## config.mk

```make
export PLATFORM = sky130hd
export DESIGN_NAME = rx_xfer_sequencer
export DESIGN_NICKNAME = d
export VERILOG_FILES = /design/src/rtl/rx_xfer_sequencer.sv
export SDC_FILE = /design/constraint.sdc
export NUM_CORES = 1
export LEC_CHECK = 0
export BUFFER_PORTS_ARGS = -buffer_cell sky130_fd_sc_hd__buf_2
export CORE_ASPECT_RATIO = 0.5
export CORE_UTILIZATION = 50
export DETAILED_ROUTE_END_ITERATION = 6
export PLACE_DENSITY_LB_ADDON = 0.2
export SLEW_MARGIN = 40
export SYNTH_ARGS = -nofsm -noshare
export SYNTH_HDL_FRONTEND = slang
export SYNTH_SLANG_ARGS = --single-unit
```

## constraint.sdc

```tcl
create_clock -name clk_i -period 8.91 [get_ports clk_i]
set_input_delay 1.782 -clock clk_i [delete_from_list [all_inputs] [get_ports clk_i]]
set_output_delay 1.782 -clock clk_i [all_outputs]
set_load 0.005 [all_outputs]
```

## src/rtl/rx_xfer_sequencer.sv

```systemverilog
// Sequences the 8-to-N RX width converter for one I3C private write: forwards and
// counts bytes, flushes a trailing partial word, waits for the drain, then emits a length descriptor.
module rx_xfer_sequencer #(
  parameter int Width    = 32,
  parameter int MaxBytes = 4096
) (
  input  logic        clk_i,
  input  logic        rst_ni,
  input  logic        rx_byte_valid_i,
  output logic        rx_byte_ready_o,
  input  logic [7:0]  rx_byte_i,
  input  logic        rx_end_valid_i,
  output logic        rx_end_ready_o,
  output logic        conv_valid_o,
  input  logic        conv_ready_i,
  output logic [7:0]  conv_data_o,
  output logic        conv_flush_o,
  input  logic        conv_word_valid_i,
  input  logic        conv_word_ready_i,
  output logic        desc_valid_o,
  input  logic        desc_ready_i,
  output logic [31:0] desc_data_o
);
  localparam int Bytes = Width / 8;
  localparam int CntW  = $clog2(MaxBytes + 1);
  localparam logic [CntW-1:0] CntMax  = CntW'(MaxBytes);
  localparam logic [CntW-1:0] SeenMax = '1;

  typedef enum logic [2:0] {
    ST_IDLE,
    ST_XFER,
    ST_FLUSH,
    ST_DRAIN,
    ST_DESC
  } state_e;

  state_e          r_state, w_state_nxt;
  logic [CntW-1:0] r_cnt, w_cnt_nxt;
  logic [CntW-1:0] r_wexp, w_wexp_nxt;
  logic [CntW-1:0] r_wseen, w_wseen_inc, w_wseen_nxt;
  logic            r_ovf, w_ovf_nxt;
  logic            r_flush;
  logic            r_desc_valid;
  logic [31:0]     r_desc_data;

  logic w_open, w_full, w_fwd, w_drop, w_end, w_partial, w_word_hs, w_desc_hs;

  // Receiver handshakes pass straight through while a transfer is open.
  always_comb begin
    w_open          = (r_state == ST_IDLE) || (r_state == ST_XFER);
    w_full          = (r_cnt == CntMax);
    conv_data_o     = rx_byte_i;
    conv_valid_o    = w_open && !w_full && rx_byte_valid_i;
    rx_byte_ready_o = w_open && (w_full || conv_ready_i);
    rx_end_ready_o  = w_open;
    w_fwd           = conv_valid_o && conv_ready_i;
    w_drop          = w_open && w_full && rx_byte_valid_i;
    w_end           = w_open && rx_end_valid_i;
    w_word_hs       = conv_word_valid_i && conv_word_ready_i;
    w_desc_hs       = r_desc_valid && desc_ready_i;
    w_wseen_inc     = (w_word_hs && (r_wseen != SeenMax)) ? r_wseen + CntW'(1) : r_wseen;
  end

  always_comb begin
    w_state_nxt = r_state;
    w_cnt_nxt   = r_cnt + CntW'(w_fwd);
    w_wexp_nxt  = r_wexp;
    w_wseen_nxt = w_wseen_inc;
    w_ovf_nxt   = r_ovf | w_drop;
    // A byte accepted alongside the end is already part of w_cnt_nxt.
    w_partial   = (32'(w_cnt_nxt) % 32'(Bytes)) != 32'd0;
    case (r_state)
      ST_IDLE, ST_XFER: begin
        if (w_fwd) begin
          w_state_nxt = ST_XFER;
        end
        if (w_end && (w_cnt_nxt != '0)) begin
          w_wexp_nxt  = CntW'(32'(w_cnt_nxt) / 32'(Bytes)) + CntW'(w_partial);
          w_state_nxt = w_partial ? ST_FLUSH : ST_DRAIN;
        end
      end
      ST_FLUSH: w_state_nxt = ST_DRAIN;
      ST_DRAIN: begin
        if (w_wseen_inc >= r_wexp) begin
          w_state_nxt = ST_DESC;
        end
      end
      ST_DESC: begin
        if (w_desc_hs) begin
          w_state_nxt = ST_IDLE;
          w_cnt_nxt   = '0;
          w_wexp_nxt  = '0;
          w_wseen_nxt = '0;
          w_ovf_nxt   = 1'b0;
        end
      end
      default: w_state_nxt = ST_IDLE;
    endcase
  end

  always_ff @(posedge clk_i or negedge rst_ni) begin
    if (!rst_ni) begin
      r_state      <= ST_IDLE;
      r_cnt        <= '0;
      r_wexp       <= '0;
      r_wseen      <= '0;
      r_ovf        <= 1'b0;
      r_flush      <= 1'b0;
      r_desc_valid <= 1'b0;
      r_desc_data  <= '0;
    end else begin
      r_state      <= w_state_nxt;
      r_cnt        <= w_cnt_nxt;
      r_wexp       <= w_wexp_nxt;
      r_wseen      <= w_wseen_nxt;
      r_ovf        <= w_ovf_nxt;
      r_flush      <= (w_state_nxt == ST_FLUSH);
      r_desc_valid <= (w_state_nxt == ST_DESC);
      if ((r_state == ST_DRAIN) && (w_state_nxt == ST_DESC)) begin
        r_desc_data <= 32'(r_cnt) | {r_ovf, 31'd0};
      end else if (w_desc_hs) begin
        r_desc_data <= '0;
      end
    end
  end

  assign conv_flush_o = r_flush;
  assign desc_valid_o = r_desc_valid;
  assign desc_data_o  = r_desc_data;

endmodule

```

# == Word level (Yosys, flattened, before mapping) ==
# Index checks and enable logic that the tools add are counted.
# word_totals
register_bits,77
latchBits,0
ramBits,0
mem_bits_ro,0
inputBits,16
output_inout_bits,45
word_cells,64
n_memories,0
# op_classes
n_addsub,3
n_mul,0
n_div,0
order_cmp,1
eq_ne,10
shift,0
muxes,18
bitwise_logic,2
reduce_logical,22
# ops
operator,n
2-to-1 mux 13 bit,7
2-to-1 mux 32 bit,2
OR 13 x 32 -> 32 bit,1
nonzero test 32 bit,1
one-hot mux 13 bit (2 select lines),1
adder 13 x 1 -> 13 bit,1
"adder 13 x 1 -> 13 bit, second input constant",1
"== test 13 bit, second input constant",1
greater-or-equal comparator 13 bit,1
"inequality test 13 bit, second input constant",1
nonzero test 13 bit,1
adder 11 x 1 -> 12 bit,1
logical AND 1 bit,12
2-to-1 mux 3 bit,4
one-hot mux 3 bit (4 select lines),1
"== test 3 x 2 -> 1 bit, second input constant",3
"== test 3 bit, second input constant",2
"inequality test 2 bit, second input constant",2
nonzero test 2 bit,2
"== test 3 x 1 -> 1 bit, second input constant",1
logical NOT 3 bit,1
2-to-1 mux 1 bit,3
AND reduction 3 bit,1
logical OR 1 bit,2
other kinds (3),3

# == Logic depth before layout (Yosys ltp) ==
# Gate-level depths: netlist of run 1.
# depth
ltp_word,13
mapped_depth,16

# == Worst setup path after synthesis of run 1 ==
# OpenSTA, ideal clock, no wires.
# synth_path
path_type,input to register
start,input port conv_ready_i
end,register r_wexp[8]
setup_time_ps,120
arrival_ps,4311
required_ps,8790
setup_slack_ps,4479
cell_stages,13
n_path_buf,1
path_cell_list,and4_1 > ha_1 > ha_1 > buf_2 > xor2_1 > ha_1 > ha_1 > nand2b_1 > mux2_1 > a311oi_1 > a221o_1 > a31oi_1 > a31o_1
# synth_between
elab_chain_cells,6
elab_cells_between_ends,10
classes_between,add/sub (2); eq/ne (1); mux (2); reduce/logical (5)
# synth_lines
item,line_no,text
from (decl),15,"input logic conv_ready_i,"
logical AND 1 bit *,56,w_fwd = conv_valid_o && conv_ready_i;
adder 13 x 1 -> 13 bit *,66,w_cnt_nxt = r_cnt + CntW'(w_fwd);
nonzero test 32 bit or nonzero test 13 bit (tied branches),"71, 77",
adder 11 x 1 -> 12 bit or logical AND 1 bit (tied branches),"78, 77",
2-to-1 mux 13 bit or inequality test 2 bit (tied branches),n/a,
one-hot mux 13 bit (2 select lines) or AND reduction 3 bit (tied branches),n/a,
to (signal assigned),114,r_wexp <= w_wexp_nxt;
to (decl),39,"logic [CntW-1:0] r_wexp, w_wexp_nxt;"
# Mark *: on every way between the ends. The rest lies on a longest branch, timed or not. The select of a mux whose other input is x is not followed.
# A chain may end at the register's enable or synchronous reset.

# == Worst setup path after layout of run 1 ==
# Ends and elaborated chain as after synthesis.

==> metrics.md, run 1 <==
| Metric | Value |
|---|---|
| Outcome | `finished, final reports clean` |
| Nets | `450` |
| Mapped cell area | `3760 um^2` |
| CORE AREA | `6960 um^2` |
| Vias in the first global route | `2827` |
| CP peak stage delay | `0.59 ns` |
| Die Width | `125 um` |
| CP max stage cell | `a311oi_1` |
| CTS tree | `done` |
| Slew @ Worst Pin | `0.732 ns` |
| Clock network fraction of design power | `0.343` |
| Crit-path max FO | `11` |
| Maximum clock frequency | `204 MHz` |
| Setup-failing EPs final | `0` |
| Clk Tree Root Cell | `clkbuf_16` |
| Starting density of the core | `0.541` |
| # diodes | `0` |
| Setup skew after layout | `0.00772 ns` |
| Routed wire per std cell | `16.0 um` |
| Cell Rows | `21` |
| Initial antenna violation count | `0` |
| Sequential power share | `0.374` |
| Via count | `2888` |
| Grt total ovfl | `0` |
| GPL Wtd Cong | `0.900` |
| VDD IR max | `0.143 mV` |
| Worst EP arrival | `5.12 ns` |
| Global Route Usage Sum | `0.227` |
| Sw Ratio | `0.318` |
| Synthesis-to-finish area growth | `9.44%` |
| Post-synthesis sequential area ratio | `0.386` |
| # port buffers | `26` |
| Max-Cap Viols | `0` |
| Initial DRC Count | `201` |
| CTS-repair resized insts | `0` |
| Worst hold-check path type | `register to register` |
| Most used cell, CP | `ha_1` |
| Number of synthesized flops with an enable pin | `0` |
| Tcrit/Tclk final | `0.551` |
| # H-tree levels | `3` |
| Power per cell area | `240 nW/um^2` |
| Inserted Clock Buffers | `9` |
| Global-route wire length before repair | `13.9 mm` |
| I/O pin cnt | `61` |
| Primary FF master, synth | `dfrtp_1` |
| Unrepaired setup endpoints after global routing | `no` |
| Final slew viol count | `0` |
| Element type at the critical path start | `primary input` |
| Logic pwr share | `0.282` |
| Clock-pin slew on the worst setup and hold paths | `0.05 ns` |
| Internal Power | `0.000673 W` |
| Critical path cell sequence | `buf_2 -> and4_1 -> ha_1 -> ha_1 -> xor2_1 -> ha_1 -> ha_1 -> nand2_1 -> mux2_1 -> a311oi_1 -> a221o_1 -> a31oi_1 -> a31o_1` |
| Layout cells sized above 1 | `0.140` |
| Req. time, crit path | `9.12 ns` |
| Fin Setup TNS | `0 ns` |
| CP endpoint kind | `register` |
| Largest net degree at the start of global routing | `59` |
| Syn Area/Cell | `9.34 um^2` |
| Top Family by Delay on Critical Path | `adder cells` |
| Critical path buffer and inverter count | `1` |
| Drt total wl | `8.22 mm` |
| Cell count after synthesis | `403` |
| Clk Latency, worst-skew pair | `0.33 ns` |
| Post-Place Setup Slack | `3.76 ns` |
| Post-CTS Setup Inserts | `0` |
| Hold Vio Cnt, Final | `0` |
| Die area | `7900 um^2` |
| Num Clock Sinks | `58` |
| Yosys Warn Count | `0` |
| Worst slew margin | `0.509` |
| Final worst slack | `4.00 ns` |
| Clock Path Buffers | `2` |
| Drt via density | `5.63` |
| NetSw | `0.000314 W` |
| Crit path kind | `primary input to register` |
| Library cells used by synthesis | `58` |
| R2r setup slk | `4.57 ns` |
| CTS Hold Bufs | `0` |
| Register bit total from synthesis | `58` |
| Die Y | `63.4 um` |
| Lkg Pwr | `1.90 nW` |
| DRC errors left | `0` |
| Final Critical Period | `4.91 ns` |
| Drt pass-1 iters | `5` |
| DP Wirelength | `6.06 mm` |
| FFs w/ async S/R, synth | `1.00` |
| Final ANT Viol Nets | `0` |
-- state kept, by name, indices dropped and copies added (netlist names) --
name,flops
conv_flush_o,1
desc_data_o,14
desc_valid_o,1
r_cnt,13
r_ovf,1
r_state,3
r_wexp,12
r_wseen,13
-- path summary, 6_finish.rpt --
kind / startpoint / end / depth (start not counted)
setup / recovery: conv_ready_i / r_wexp[8] / 13
hold / removal: r_wexp[3] / r_wexp[3] / 2
setup reg to reg: r_cnt[4] / r_wexp[8] / 14
hold reg to reg: r_wexp[3] / r_wexp[3] / 2
max in group asynchronous: rst_ni / desc_data_o[11] / 3
min in group asynchronous: rst_ni / desc_data_o[3] / 2
-- cell type report --
type,instances,area (um^2)
repair buffers,30,173
well taps,92,115
clock buffers,10,239
inverters,30,113
clock inverters,5,55.1
multi-input cells,288,1970
flip-flops and latches,58,1450
fillers,616,2840
-- cell usage after synthesis (7+ instances only) --
| cell | n | share of area |
|---|---|---|
| and3_1 | 8 | 0.013 |
| nor2_1 | 20 | 0.020 |
| dfrtp_1 | 58 | 0.39 |
| o21ai_1 | 10 | 0.013 |
| buf_4 | 32 | 0.064 |
| a31oi_1 | 8 | 0.013 |
| a21oi_1 | 7 | 0.0093 |
| nand3_1 | 23 | 0.031 |
| xnor2_1 | 28 | 0.065 |
| nand2_1 | 34 | 0.034 |
| and2_1 | 18 | 0.030 |
| mux2i_1 | 15 | 0.040 |
| nand4_1 | 15 | 0.025 |
| inv_1 | 29 | 0.029 |
| ha_1 | 17 | 0.057 |
-- stage by stage --
| step | hold slack (ns) | cell area (um^2) | cells | power (W) | utilization |
|---|---|---|---|---|---|
| finish | 0.514 | 4120 | 513 | 0.000987 | 0.592 |
| global route | 0.535 | 4120 | 513 | 0.00105 | 0.592 |
| CTS | 0.512 | 4090 | 512 | 0.000994 | 0.588 |
| detailed placement | 0.501 | 3800 | 497 | 0.000652 | 0.546 |
| global placement | 0.493 | 3780 | 495 | 0.000633 | 0.543 |
| floorplan | 0.469 | 3830 | 420 | 0.000572 | - |
-- cell usage in the layout, fill, tap and decap left out, drive strengths merged, types with 8 or more instances in the layout --
master,count
mux2i,15
conb,18
clkbuf,10
nand3,24
o21ai,13
xnor2,28
buf,30
nand4,17
and3,8
inv,30
nand2,34
dfrtp,58
ha,17
and2,18
a31oi,8
nor2,20
-- power groups by stage --
stage / combinational, W / sequential, W / clock (W)
floorplan: 0.000211 / 0.000361 / 0
global placement: 0.000264 / 0.000369 / 0
detailed placement: 0.000278 / 0.000374 / 0
CTS: 0.000280 / 0.000369 / 0.000344
global route: 0.000317 / 0.000379 / 0.000358
finish: 0.000279 / 0.000370 / 0.000339
-- per-layer routing --
layer	part of all wire	routed length, um	global-route usage	up-vias
li1	-	-	-	1390
met1	0.49	4010	0.309	1384
met2	0.44	3650	0.352	93
met3	0.054	446	0.0595	21
met4	0.014	113	0.0813	0
met5	0	0	0	-
-- cell families after synthesis --
kind of cell,after synthesis,synth area share
mux,19,0.0529
other cells,1,0.000996
compound gates,56,0.108
simple gates,146,0.211
buf+inv,74,0.110
flops,58,0.386
xor+xnor,32,0.0745
fa+ha+maj,17,0.0565
-- worst min-delay path: stages, from the launching register on --
cell and delay, ns:
dfrtp_1 0.34, nand3_1 0.07, o21ai_1 0.07
No activity file was read; power rests on OpenSTA's default activity.
==> run 2: changes to the inputs <==
Clock period 8.91 ns to 3.98 ns, I/O delays scaled along.
==> run 2 against run 1 <==
Sequential cell count stayed put. Largest power group unchanged. Core utilization rose by 1.5 points. Critical path type is now register to register. Highest routed layer unchanged. First-iteration DRC count shrank 6.0%. Worst setup slack lost 3.8 ns. Routed wire length is 4.0% higher. Critical path depth is the same. Clock skew about the same. Global-route usage up 1.2 points. Die area is the same. Combinational power increased by 130%. Worst hold slack got worse by 0.10 ns. Non-clock buffer count grew 14.
==> metrics.md, run 2 (synthesis gave the netlist of run 1 again) <==
| Metric | Value |
|---|---|
| Setup-failing EPs final | `0 (unchanged)` |
| Fin Setup TNS | `0 ns (unchanged)` |
| Vias in the first global route | `2871 (was 2827)` |
| Placed instance area | `3910 um^2 (was 3800 um^2)` |
| Most common cell after layout, fill and taps aside | `dfrtp_1 (unchanged)` |
| Met2 GRT Util | `0.351 (was 0.352)` |
| Worst reg2reg path depth | `13 (was 14)` |
| DP Wirelength | `6.27 mm (was 6.06 mm)` |
| Clk Latency, worst-skew pair | `0.33 ns (about the same)` |
| Grt total ovfl | `0 (unchanged)` |
| Worst slew margin | `0.466 (was 0.509)` |
| Unrepaired setup endpoints after global routing | `no (unchanged)` |
| Num Clock Sinks | `58 (unchanged)` |
| Initial DRC Count | `189 (was 201)` |
| Synthesis-to-finish area growth | `12.1% (was 9.44%)` |
| # diodes | `0 (unchanged)` |
| Critical path buffer and inverter count | `2 (was 1)` |
| Final Critical Period | `3.76 ns` |
| Top Family by Delay on Critical Path | `compound AO/OA/AOI/OAI gates (was adder cells)` |
| Most frequent cells in the layout | `58 x dfrtp_1, 34 x nand2_1, 29 x inv_1, 28 x xnor2_1, 25 x buf_2 (was 58 x dfrtp_1, 34 x nand2_1, 29 x inv_1, 28 x xnor2_1, 26 x buf_2)` |
| Tcrit/Tclk final | `0.944` |
| Critical path cell sequence | `and4_1 -> nand4_1 -> o311a_1 -> mux2_1 -> ha_1 -> nor2b_1 -> o21a_1 -> o21a_1 -> o31ai_1 -> a311oi_4 -> buf_4 -> buf_4 -> mux2i_1 (was buf_2 -> and4_1 -> ha_1 -> ha_1 -> xor2_1 -> ha_1 -> ha_1 -> nand2_1 -> mux2_1 -> a311oi_1 -> a221o_1 -> a31oi_1 -> a31o_1)` |
| Worst hold-check path type | `primary input to asynchronous set/reset pin (was register to register)` |
| Drt pass-1 iters | `4 (was 5)` |
| Die Width | `125 um (unchanged)` |
| Global Route Usage Sum | `0.240 (was 0.227)` |
| Reg-to-reg endpoint | `desc_data_o[6] (was r_wexp[8])` |
| Die area | `7900 um^2 (unchanged)` |
| # port buffers | `26 (unchanged)` |
| Lkg Pwr | `1.98 nW (was 1.90 nW)` |
| Via count | `2960 (was 2888)` |
| Starting density of the core | `0.541 (unchanged)` |
| Max-Cap Viols | `0 (unchanged)` |
| Drt via density | `5.61 (was 5.63)` |
| Global-route wire length before repair | `14.5 mm (was 13.9 mm)` |
| CP max stage cell | `o311a_1 (was a311oi_1)` |
| Clock-pin slew on the worst setup and hold paths | `0.05 ns (about the same)` |
| VDD IR max | `0.257 mV (was 0.143 mV)` |
| Setup skew after layout | `0.00759 ns (was 0.00772 ns)` |
| M1 GR Usage | `0.339 (was 0.309)` |
| Initial antenna violation count | `0 (unchanged)` |
| Fin Hold WS | `0.413 ns (was 0.514 ns)` |
| Pwr Total | `0.00223 W (was 0.000987 W)` |
| Crit-path max FO | `9 (was 11)` |
| Outcome | `finished, final reports clean (unchanged)` |
| Crit path kind | `register to register (was primary input to register)` |
| Largest register FFs | `14 (unchanged)` |
| # H-tree levels | `3 (unchanged)` |
| Final ANT Viol Nets | `0 (unchanged)` |
| FF-to-FF Start | `r_wseen[6] (was r_cnt[4])` |
| GPL Wtd Cong | `0.950 (was 0.900)` |
| Die Y | `63.4 um (unchanged)` |
| Worst EP arrival | `3.95 ns (was 5.12 ns)` |
| Largest net degree at the start of global routing | `36 (was 59)` |
| Hold Vio Cnt, Final | `0 (unchanged)` |
| Inserted Clock Buffers | `9 (unchanged)` |
| Drt total wl | `8.54 mm (was 8.22 mm)` |
| Layout cells sized above 1 | `0.163 (was 0.140)` |
| Element type at the critical path start | `register (was primary input)` |
| Slew @ Worst Pin | `0.799 ns (was 0.732 ns)` |
| Final core occ | `0.606 (was 0.592)` |
| DRC errors left | `0 (unchanged)` |
| Clock Path Buffers | `2 (unchanged)` |
| CP endpoint kind | `register (unchanged)` |
| Critical path origin | `r_wseen[6] (was conv_ready_i)` |
| Nets | `464 (was 450)` |
| GR peak layer | `met2 (unchanged)` |
| Maximum clock frequency | `266 MHz` |
| M3 GR Usage | `0.0646 (was 0.0595)` |
| I/O pin cnt | `61 (unchanged)` |
| Fillers | `597 (was 616)` |
| R2r setup slk | `0.22 ns (was 4.57 ns)` |
| Post-route design area | `4220 um^2 (was 4120 um^2)` |
| Routed wire per std cell | `16.2 um (was 16.0 um)` |
| CP peak stage delay | `0.52 ns (was 0.59 ns)` |
| Req. time, crit path | `4.18 ns (was 9.12 ns)` |
| CTS tree | `done (unchanged)` |
| CORE AREA | `6960 um^2 (unchanged)` |
| Power per cell area | `529 nW/um^2 (was 240 nW/um^2)` |
| Clk Tree Root Cell | `clkbuf_16 (unchanged)` |
| Cell Rows | `21 (unchanged)` |
| CTS Hold Bufs | `0 (unchanged)` |
| Final slew viol count | `0 (unchanged)` |
## run 2: changes by cell type in the layout (fill, tap and decap cells not counted)
cell        delta
buf_4         +16
buf_12         -1
nor4_2         +1
clkinv_2       -1
buf_2          -1
nor4_1         -1
clkbuf_1       +3
clkinvlp_4     -2
nor3b_1        +1
clkbuf_8       +1
nor3b_2        -1
## run 2: final cells by class
type	count	area [um^2]	area share
repair buffers	44	268	0.0634
multi-input cells	288	1970	0.468
clock inverters	2	35.0	0.00830
inverters	30	113	0.0267
well taps	92	115	0.0273
clock buffers	14	264	0.0626
flip-flops and latches	58	1450	0.344
## run 2: metrics by stage
step                      cells  worst slack [ns]
after floorplan             420             0.384
after global placement      510             0.239
after detailed placement    512             0.271
after CTS                   528             0.239
after global routing        528           0.00925
final                       528             0.223
## run 2: power breakdown
group	internal, W	switching [W]	leakage [nW]
clock	0.000517	0.000253	0.147
sequential	0.000723	0.0000923	0.726
combinational	0.000297	0.000350	1.11
## run 2: timing repair
action	in CTS	in global routing
setup endpoints to repair	0	3
buffers inserted	0	0
resized for setup	0	1
## run 2: worst register-to-register path, delay by kind of cell, from the launching register on
family | cells | cell delay [ns]
compound gates | 5 | 1.41
simple gates | 3 | 0.60
mux | 2 | 0.51
buf+inv | 2 | 0.42
flops | 1 | 0.41
fa+ha+maj | 1 | 0.29
## run 2: worst max-delay path by stage
stage                                end  slack [ns]  depth (start not counted)
after floorplan                r_wexp[8]        0.38                         16
after global placement    desc_data_o[2]        0.24                         11
after detailed placement  desc_data_o[6]        0.27                         13
after CTS                 desc_data_o[6]        0.24                         13
after global routing          r_wexp[10]       0.009                         15
final                     desc_data_o[6]        0.22                         13
## run 2: metal layers
| layer | vias up | routed length [um] |
|---|---|---|
| met4 | 0 | 170 |
| met3 | 24 | 491 |
| met1 | 1453 | 4240 |
| li1 | 1410 | - |
| met2 | 73 | 3640 |
| met5 | - | 0 |
